**config.mk**
```make
export PLATFORM = sky130hd
export DESIGN_NAME = piso_serializer
export DESIGN_NICKNAME = d
export VERILOG_FILES = /design/src/rtl/piso_serializer.sv
export SDC_FILE = /design/constraint.sdc
export NUM_CORES = 1
export LEC_CHECK = 0
export CAP_MARGIN = 5
export CORE_AREA = 10 10 47 49
export DETAILED_ROUTE_END_ITERATION = 8
export DIE_AREA = 0 0 57 59
export GPL_TIMING_DRIVEN = 0
export PLACE_DENSITY = 0.59
export SETUP_SLACK_MARGIN = 0.1
export SYNTH_ARGS = -nofsm -noshare
export SYNTH_HDL_FRONTEND = slang
export SYNTH_SLANG_ARGS = --single-unit
```
**constraint.sdc**
```tcl
create_clock -name clk -period 1.2 [get_ports clk]
set_input_delay 0.12 -clock clk [delete_from_list [all_inputs] [get_ports clk]]
set_output_delay 0.12 -clock clk [all_outputs]
set_load 0.01 [all_outputs]
```
**src/rtl/piso_serializer.sv**
```systemverilog
`default_nettype none
// ============================================================================
//  Module   : piso_serializer
//  Purpose  : Parallel-in, serial-out stage. Accepts a WIDTH-bit word over a
//             valid/ready handshake and emits it one bit per clock on sout.
//             Back-to-back words are sent with no idle cycle between them.
//  Ports    : clk        - rising-edge clock
//             rst_n      - asynchronous, active-low reset
//             din        - parallel word, captured only on an accept edge
//             din_valid  - upstream offers a word on din
//             din_ready  - a word can be accepted this cycle
//             sout       - serial data (registered)
//             sout_valid - sout carries a payload bit (registered)
//             last       - sout is the final bit of the word (registered)
//             busy       - a word is being shifted out
//  Revision : 1.0 - initial release
// ============================================================================
module piso_serializer #(
    parameter int   WIDTH      = 4,
    parameter bit   MSB_FIRST  = 1'b0,
    parameter logic IDLE_LEVEL = 1'b0
) (
    input  logic             clk,
    input  logic             rst_n,
    input  logic [WIDTH-1:0] din,
    input  logic             din_valid,
    output logic             din_ready,
    output logic             sout,
    output logic             sout_valid,
    output logic             last,
    output logic             busy
);

    localparam int              CW         = (WIDTH > 1) ? $clog2(WIDTH) : 1;
    localparam logic [CW-1:0]   C_CNT_LAST = CW'(WIDTH - 1);

    typedef enum logic [0:0] {
        S_IDLE  = 1'b0,
        S_SHIFT = 1'b1
    } state_t;

    state_t           r_state;
    state_t           w_state_nxt;
    logic [WIDTH-1:0] r_sr;
    logic [WIDTH-1:0] w_sr_nxt;
    logic [CW-1:0]    r_cnt;
    logic [CW-1:0]    w_cnt_nxt;
    logic [CW-1:0]    w_cnt_inc;
    logic             r_sout;
    logic             w_sout_nxt;
    logic             r_sout_valid;
    logic             w_sout_valid_nxt;
    logic             r_last;
    logic             w_last_nxt;

    logic             w_at_last;
    logic             w_accept;
    logic [WIDTH-1:0] w_sr_shift;
    logic             w_first_bit;
    logic             w_next_bit;

    // The final bit of a word is on the line: a new word may be taken now,
    // replacing that bit at the next edge (zero-bubble reload).
    assign w_at_last = (r_state == S_SHIFT) && (r_cnt == C_CNT_LAST);
    // rst_n gates ready so nothing is offered to upstream during reset.
    assign din_ready = rst_n && ((r_state == S_IDLE) || w_at_last);
    assign w_accept  = din_valid && din_ready;
    assign w_cnt_inc = r_cnt + 1'b1;

    // sr holds the word with the bit currently on the line at the outgoing
    // end; shifting exposes the next bit at that same end.
    generate
        if (MSB_FIRST) begin : g_msb_first
            assign w_sr_shift  = r_sr << 1;
            assign w_first_bit = din[WIDTH-1];
            assign w_next_bit  = w_sr_shift[WIDTH-1];
        end else begin : g_lsb_first
            assign w_sr_shift  = r_sr >> 1;
            assign w_first_bit = din[0];
            assign w_next_bit  = w_sr_shift[0];
        end
    endgenerate

    always_comb begin
        w_state_nxt      = r_state;
        w_sr_nxt         = r_sr;
        w_cnt_nxt        = r_cnt;
        w_sout_nxt       = r_sout;
        w_sout_valid_nxt = r_sout_valid;
        w_last_nxt       = r_last;

        if (w_accept) begin
            // Same load from IDLE and from the last-bit cycle of SHIFT.
            // WIDTH >= 2, so the first bit is never the last one.
            w_state_nxt      = S_SHIFT;
            w_sr_nxt         = din;
            w_cnt_nxt        = '0;
            w_sout_nxt       = w_first_bit;
            w_sout_valid_nxt = 1'b1;
            w_last_nxt       = 1'b0;
        end else begin
            case (r_state)
                S_IDLE: begin
                    w_sout_nxt       = IDLE_LEVEL;
                    w_sout_valid_nxt = 1'b0;
                    w_last_nxt       = 1'b0;
                end
                S_SHIFT: begin
                    if (r_cnt != C_CNT_LAST) begin
                        w_sr_nxt         = w_sr_shift;
                        w_sout_nxt       = w_next_bit;
                        w_sout_valid_nxt = 1'b1;
                        w_cnt_nxt        = w_cnt_inc;
                        w_last_nxt       = (w_cnt_inc == C_CNT_LAST);
                    end else begin
                        w_state_nxt      = S_IDLE;
                        w_sout_nxt       = IDLE_LEVEL;
                        w_sout_valid_nxt = 1'b0;
                        w_last_nxt       = 1'b0;
                    end
                end
                default: begin
                    w_state_nxt      = S_IDLE;
                    w_sout_nxt       = IDLE_LEVEL;
                    w_sout_valid_nxt = 1'b0;
                    w_last_nxt       = 1'b0;
                end
            endcase
        end
    end

    always_ff @(posedge clk or negedge rst_n) begin
        if (!rst_n) begin
            r_state      <= S_IDLE;
            r_sr         <= '0;
            r_cnt        <= '0;
            r_sout       <= IDLE_LEVEL;
            r_sout_valid <= 1'b0;
            r_last       <= 1'b0;
        end else begin
            r_state      <= w_state_nxt;
            r_sr         <= w_sr_nxt;
            r_cnt        <= w_cnt_nxt;
            r_sout       <= w_sout_nxt;
            r_sout_valid <= w_sout_valid_nxt;
            r_last       <= w_last_nxt;
        end
    end

    assign sout       = r_sout;
    assign sout_valid = r_sout_valid;
    assign last       = r_last;
    assign busy       = (r_state == S_SHIFT);

endmodule
`default_nettype wire

```
==> results of run 1 <==
## cells by family (layout without fill, tap and decap cells)
group / count (synthesis) / count (layout)
adders and majority gates: 2 / 2
AOI/OAI and AO/OA: 7 / 7
buffers and inverters: 2 / 22
DFF: 8 / 8
muxes: 2 / 2
and+or+nand+nor: 13 / 13
## layout make-up
class                           count  area (um2)
Timing Repair Buffer               17         163
Multi-Input combinational cell     24         175
Clock buffer                        3        22.5
Fill cell                         145         808
Inverter                            1        3.75
Tap cell                           16        20.0
Sequential cell                     8         201
Buffer                              1        7.51
## power by group through the flow
stage | combinational [W] | sequential (W) | clock [W]
floorplan | 0.000283 | 0.000466 | 0
global placement | 0.000518 | 0.000453 | 0
detailed placement | 0.000524 | 0.000458 | 0
CTS | 0.000730 | 0.000441 | 0.000216
global route | 0.000886 | 0.000460 | 0.000228
finish | 0.000793 | 0.000440 | 0.000203
## routing by layer
layer	global-route usage [%]	part of all wire [%]
met2	9.15	50
met4	2.01	0
met5	0	0
met3	4.08	7.8
met1	6.20	43
## registers in the layout, indices dropped and copies added (netlist names)
| signal | cells |
|---|---|
| last | 1 |
| r_cnt | 2 |
| r_sr | 3 |
| sout | 1 |
| sout_valid | 1 |
## cells in the final DEF, fill, tap and decap left out, drive strengths merged, types with 2 or more instances in the layout
cell type | synthesis | layout
buf | 1 | 8
clkbuf | 0 | 3
clkdlybuf4s50 | 0 | 5
dfrtp | 8 | 8
dlygate4sd2 | 0 | 3
ha | 2 | 2
mux2i | 2 | 2
nand2 | 6 | 6
nand3 | 3 | 3
o21ai | 4 | 4
## per-stage QoR
step                      hold WS (ps)  instances  TNS (ps)
after global routing               362         70      -868
after floorplan                   -176         34         0
final                              349         70      -480
after detailed placement           473         61     -2610
after global placement             467         61     -2420
after CTS                          329         70      -414
## worst paths after layout
| check | from | end |
|---|---|---|
| worst max-delay path | r_cnt[1] | din_ready |
| max in group asynchronous | rst_n | sout_valid |
| worst min-delay path | rst_n | last |
| worst min register to register | r_sr[2] | r_sr[1] |
| worst max register to register | r_cnt[1] | sout |
| min in group asynchronous | rst_n | sout |
## what timing repair did
item	CTS	global route
hold buffers	1	0
endpoints found under the setup margin	11	8
pin swaps	1	1
gates resized for setup	16	6
endpoints found under the hold margin	8	0
cloned	0	0
buffers inserted	5	1
==> results.md, run 1 <==
* Outcome: finished with violations
* Failing checks: negative setup slack
* DP Worst Slack at -585 ps
* Yosys warning total at 0
* Most common cell in the netlist: dfrtp_1
* Post-Synth Adder-Cell Area at 6.90%
* Top cell type's share of synthesized area at 55.2%
* Pre-antenna DRT Iters at 3
* Min Clock Period, post-route at 1360 ps
* Leak pwr at 0.286 nW
* Complex-gate fraction of the synthesized area at 11.0%
* Mean Syn Cell Area at 10.7 um2
* Clock Skews at 2.88 ps
* Distinct cells, synth at 17
* Vias in the first global route at 354
* Critical path peak fanout at 3
* Syn_nets at 43
* Seq/Total Area, Yosys at 55.2%
* Async SR Flop Fraction at 100%
* Worst-case reg-to-reg path depth at 5
* Critical path buffer and inverter count at 1
* Routed WL at 877 um
* DRT iter0 DRCs at 3
* Initial antenna violation count at 0
* N_diodes at 0
* Clock tree buffer depth at 2
* Post-Syn Area at 363 um2
* Clock power share at 14.1%
* Slew HR at 73.0%
* Post-route cell area at 593 um2
* First-pass GRT wire length at 1.57 mm
* CTS root buffer: clkbuf_4
* Worst endpoint data arrival time at 1240 ps
* Final nets at 65
* Placer Congestion at 0.667
* Placed Area at 495 um2
* Starting Density at 25.9%
* Reg power frac at 30.6%
* Dominant cell type by area after synthesis: dfrtp_1
* Switching part of the total at 33.3%
* Predominant post-synthesis flop cell: dfrtp_1
* Finish-stage setup viols at 5
* Max-cap viol count at 0
* Worst slew pin tran at 404 ps
* Total chip power at 0.00144 W
* Critical Path Max Stage Delay at 400 ps
* Synth-to-Final Area Change at 63.4%
* Combinational power share at 55.3%
* Core Region at 0.00140 mm2
* Drt wl/cell at 12.5 um
* Power density cells at 2420 mW/mm2
* Die Span Y at 59 um
* Buffers added on ports at 11
* Count of final max-slew check failures at 0
* Max VDD drop at 1.01 mV
* Vias per std cell at 4.51
* Number of buffers created by CTS at 3
* # IOs at 12
* CP Class: register to primary output
* Syn Inst Count at 34
* Post-DP HPWL at 583 um
* Commonest cells in the netlist: 8 x dfrtp_1, 5 x nand2_1, 3 x nand3_1
* Crit path cell chain: ha_2, nand2b_4, and2_4, buf_6
* P_sw at 0.000478 W
* Chip Width at 57 um
* Crit start category: register
* Die area at 0.00336 mm2
* # clock sinks at 8
* Vias at 316
* Multiplexer share of the synthesized area at 5.52%
* Slowest cell on the critical path: dfrtp_1
* F_max at 0.733 GHz
* CP endpoint kind: primary output
* Worst EP required at 1080 ps
* Clock latency on the worst-skew pair at 250 ps
* Total grt overflow at 0
* Core Util, Final at 42.3%
* Rows at 14
* Routed Antenna Nets at 0
* RSZ-0062 raised after global routing: true
* Total track usage at 5.88%
* Final setup margin at -165 ps
* Yosys reg bits at 8
* WHS Path Cells at 2
* Reg clk slew, reported paths at 50 ps
* Worst min-delay path category: primary input to register
* Worst path depth at 4
* EDFF count, synth at 0
* TritonCTS clock tree: done
* Xor and xnor area share after synthesis at 0%
* Synth top area cells: dfrtp_1 55%, ha_1 6.9%, mux2i_1 5.5%
* Layout cell share with drive strength beyond 1 at 37.0%
* Internal at 0.000957 W
* Simple-gate share of the synthesized area at 18.3%
* Final period utilization at 114%
* Slack of the worst reg-to-reg path at -110 ps
* H-tree depth at 1
* DRC Markers at 0
* Largest net degree at the start of global routing at 9
* Main combinational cell family by area after synthesis: simple AND/OR/NAND/NOR gates
* Delay-heaviest family, CP: flip-flops
* Final hold vios at 0
Power figures use the tool's default switching activity.
==> run 2: changes to the inputs <==
--- a/config.mk
+++ b/config.mk
@@ -5,8 +5,9 @@
 export SDC_FILE = /design/constraint.sdc
 export NUM_CORES = 1
 export LEC_CHECK = 0
-export CAP_MARGIN = 5
+export CAP_MARGIN = 20
 export CORE_AREA = 10 10 47 49
+export CTS_CLUSTER_SIZE = 20
 export DETAILED_ROUTE_END_ITERATION = 8
 export DIE_AREA = 0 0 57 59
 export GPL_TIMING_DRIVEN = 0
==> results of run 2 <==
Same layout as run 1: the final DEF is identical, and so are final timing and power.
==> run 3: changes to the inputs <==
--- a/config.mk
+++ b/config.mk
@@ -13,6 +13,7 @@
 export GPL_TIMING_DRIVEN = 0
 export PLACE_DENSITY = 0.59
 export SETUP_SLACK_MARGIN = 0.1
+export SKIP_CTS_REPAIR_TIMING = 1
 export SYNTH_ARGS = -nofsm -noshare
 export SYNTH_HDL_FRONTEND = slang
 export SYNTH_SLANG_ARGS = --single-unit
==> constraint.sdc (replaced) <==
create_clock -name clk -period 1.25 [get_ports clk]
set_input_delay 0.125 -clock clk [delete_from_list [all_inputs] [get_ports clk]]
set_output_delay 0.125 -clock clk [all_outputs]
set_load 0.01 [all_outputs]
==> run 3 against run 2 <==
Net effect: the flow still finishes with violations (negative setup slack); final area down 0.21%; via count down 1.3%; non-clock buffer count down 1; power down 8.9%; largest cell class unchanged.
==> results.md, run 3 (synthesis gave the netlist of run 1 again) <==
* Outcome: finished with violations
* Failing checks: negative setup slack
* F_max at 0.722 GHz
* Hold Path End: last
* Total grt overflow at 0
* Vias per std cell at 4.52
* Reg2reg end: sout
* Buffers added on ports at 11
* First-pass GRT wire length at 1.35 mm
* Min Clock Period, post-route at 1390 ps
* Switching part of the total at 33.1%
* Final period utilization at 111%
* # clock sinks at 8
* Fill count at 147
* Max-cap viol count at 0
* FF+latch area at 201 um2
* Max reg flops at 3
* Slack of the worst reg-to-reg path at 20 ps
* Core Util, Final at 42.2%
* Final hold vios at 0
* Routed WL at 851 um
* Reg power frac at 33.9%
* Pre-antenna DRT Iters at 2
* Max VDD drop at 0.986 mV
* DP Worst Slack at -545 ps
* Chip Width at 57 um
* Worst Setup SP: r_cnt[0]
* Number of buffers created by CTS at 3
* Placer Congestion at 0.667
* Die area at 0.00336 mm2
* Largest net degree at the start of global routing at 13
* Worst-case reg-to-reg path depth at 4
* Clock latency on the worst-skew pair at 250 ps
* Total track usage at 5.05%
* Final setup margin at -135 ps
* Worst min-delay path category: primary input to register
* Layout cell share with drive strength beyond 1 at 32.1%
* Synth-to-Final Area Change at 63.1%
* H-tree depth at 1
* Core Region at 0.00140 mm2
* Most common cell after layout, fill and taps aside: dfrtp_1
* Rows at 14
* Internal at 0.000875 W
* Initial antenna violation count at 0
* Drt wl/cell at 12.3 um
* Crit start category: register
* Clock Skews at 0.407 ps
* Worst slew pin tran at 402 ps
* Worst endpoint data arrival time at 1260 ps
* CP Class: register to primary output
* P_sw at 0.000433 W
* Biggest regs: r_sr x3, r_cnt x2
* CP endpoint kind: primary output
* CTS root buffer: clkbuf_4
* TritonCTS clock tree: done
* Clock power share at 15.0%
* Combinational power share at 51.1%
* Starting Density at 25.9%
* Reg clk slew, reported paths at 50 ps
* Most frequent cells in the layout: 7 x dfrtp_1, 5 x clkdlybuf4s50_1, 5 x dlymetal6s2s_1
* Final nets at 64
* Critical hold path startpoint: rst_n
* DRC Markers at 0
* Leak pwr at 0.319 nW
* DRT iter0 DRCs at 3
* Routed Antenna Nets at 0
* Power density cells at 2210 mW/mm2
* Worst EP required at 1120 ps
* Post-DP HPWL at 583 um
* Hold slack final at 251 ps
* Slew HR at 73.1%
* N_diodes at 0
* Critical path peak fanout at 4
* Die Span Y at 59 um
* # IOs at 12
* Vias in the first global route at 318
* Clock tree buffer depth at 2
* RSZ-0062 raised after global routing: true
* Count of final max-slew check failures at 0
* Largest Register: r_sr
* Reg-to-Reg Start: r_cnt[0]
* WHS Path Cells at 2
* Multi-input logic area at 169 um2
* Finish-stage setup viols at 1
* Vias at 312
==> run 3: cell type report <==
class	count	area share (%)
Buffer	1	1.27
Clock buffer	3	3.81
Tap cell	16	3.38
Inverter	1	0.634
Multi-Input combinational cell	24	28.5
Timing Repair Buffer	16	28.3
Sequential cell	8	34.0
==> run 3: worst max path at each step <==
stage | cells past startpoint | to
2_1_floorplan | 4 | sout
3_3_place_gp | 3 | din_ready
3_5_place_dp | 3 | din_ready
4_1_cts | 4 | din_ready
5_1_grt | 4 | din_ready
6_report | 4 | din_ready
==> run 3: layer usage <==
metal  routed length (um)  global-route usage (%)
met5                    0                       0
met4                    0                    2.01
met3                   73                    4.08
met2                  383                    7.75
met1                  394                    4.98
==> run 3: power by group through the flow <==
stage | sequential [W] | combinational, W | clock [W]
4_1_cts | 0.000436 | 0.000506 | 0.000207
3_3_place_gp | 0.000435 | 0.000497 | 0
5_1_grt | 0.000464 | 0.000751 | 0.000219
3_5_place_dp | 0.000440 | 0.000503 | 0
2_1_floorplan | 0.000447 | 0.000271 | 0
6_report | 0.000443 | 0.000669 | 0.000196
==> run 3: worst max-delay path: stages (launching register included) <==
cell,delay (ps)
dfrtp_1,410
ha_2,210
nand2b_4,140
and2_4,150
buf_6,110
==> run 3: metrics by stage <==
step | instance area [um2] | total power (W) | cells | setup TNS, ps
6_report | 592 | 0.00131 | 69 | -135
5_1_grt | 592 | 0.00143 | 69 | -248
4_1_cts | 518 | 0.00115 | 64 | -982
3_5_place_dp | 495 | 0.000943 | 61 | -2210
3_3_place_gp | 495 | 0.000932 | 61 | -2050
2_1_floorplan | 365 | 0.000719 | 34 | 0
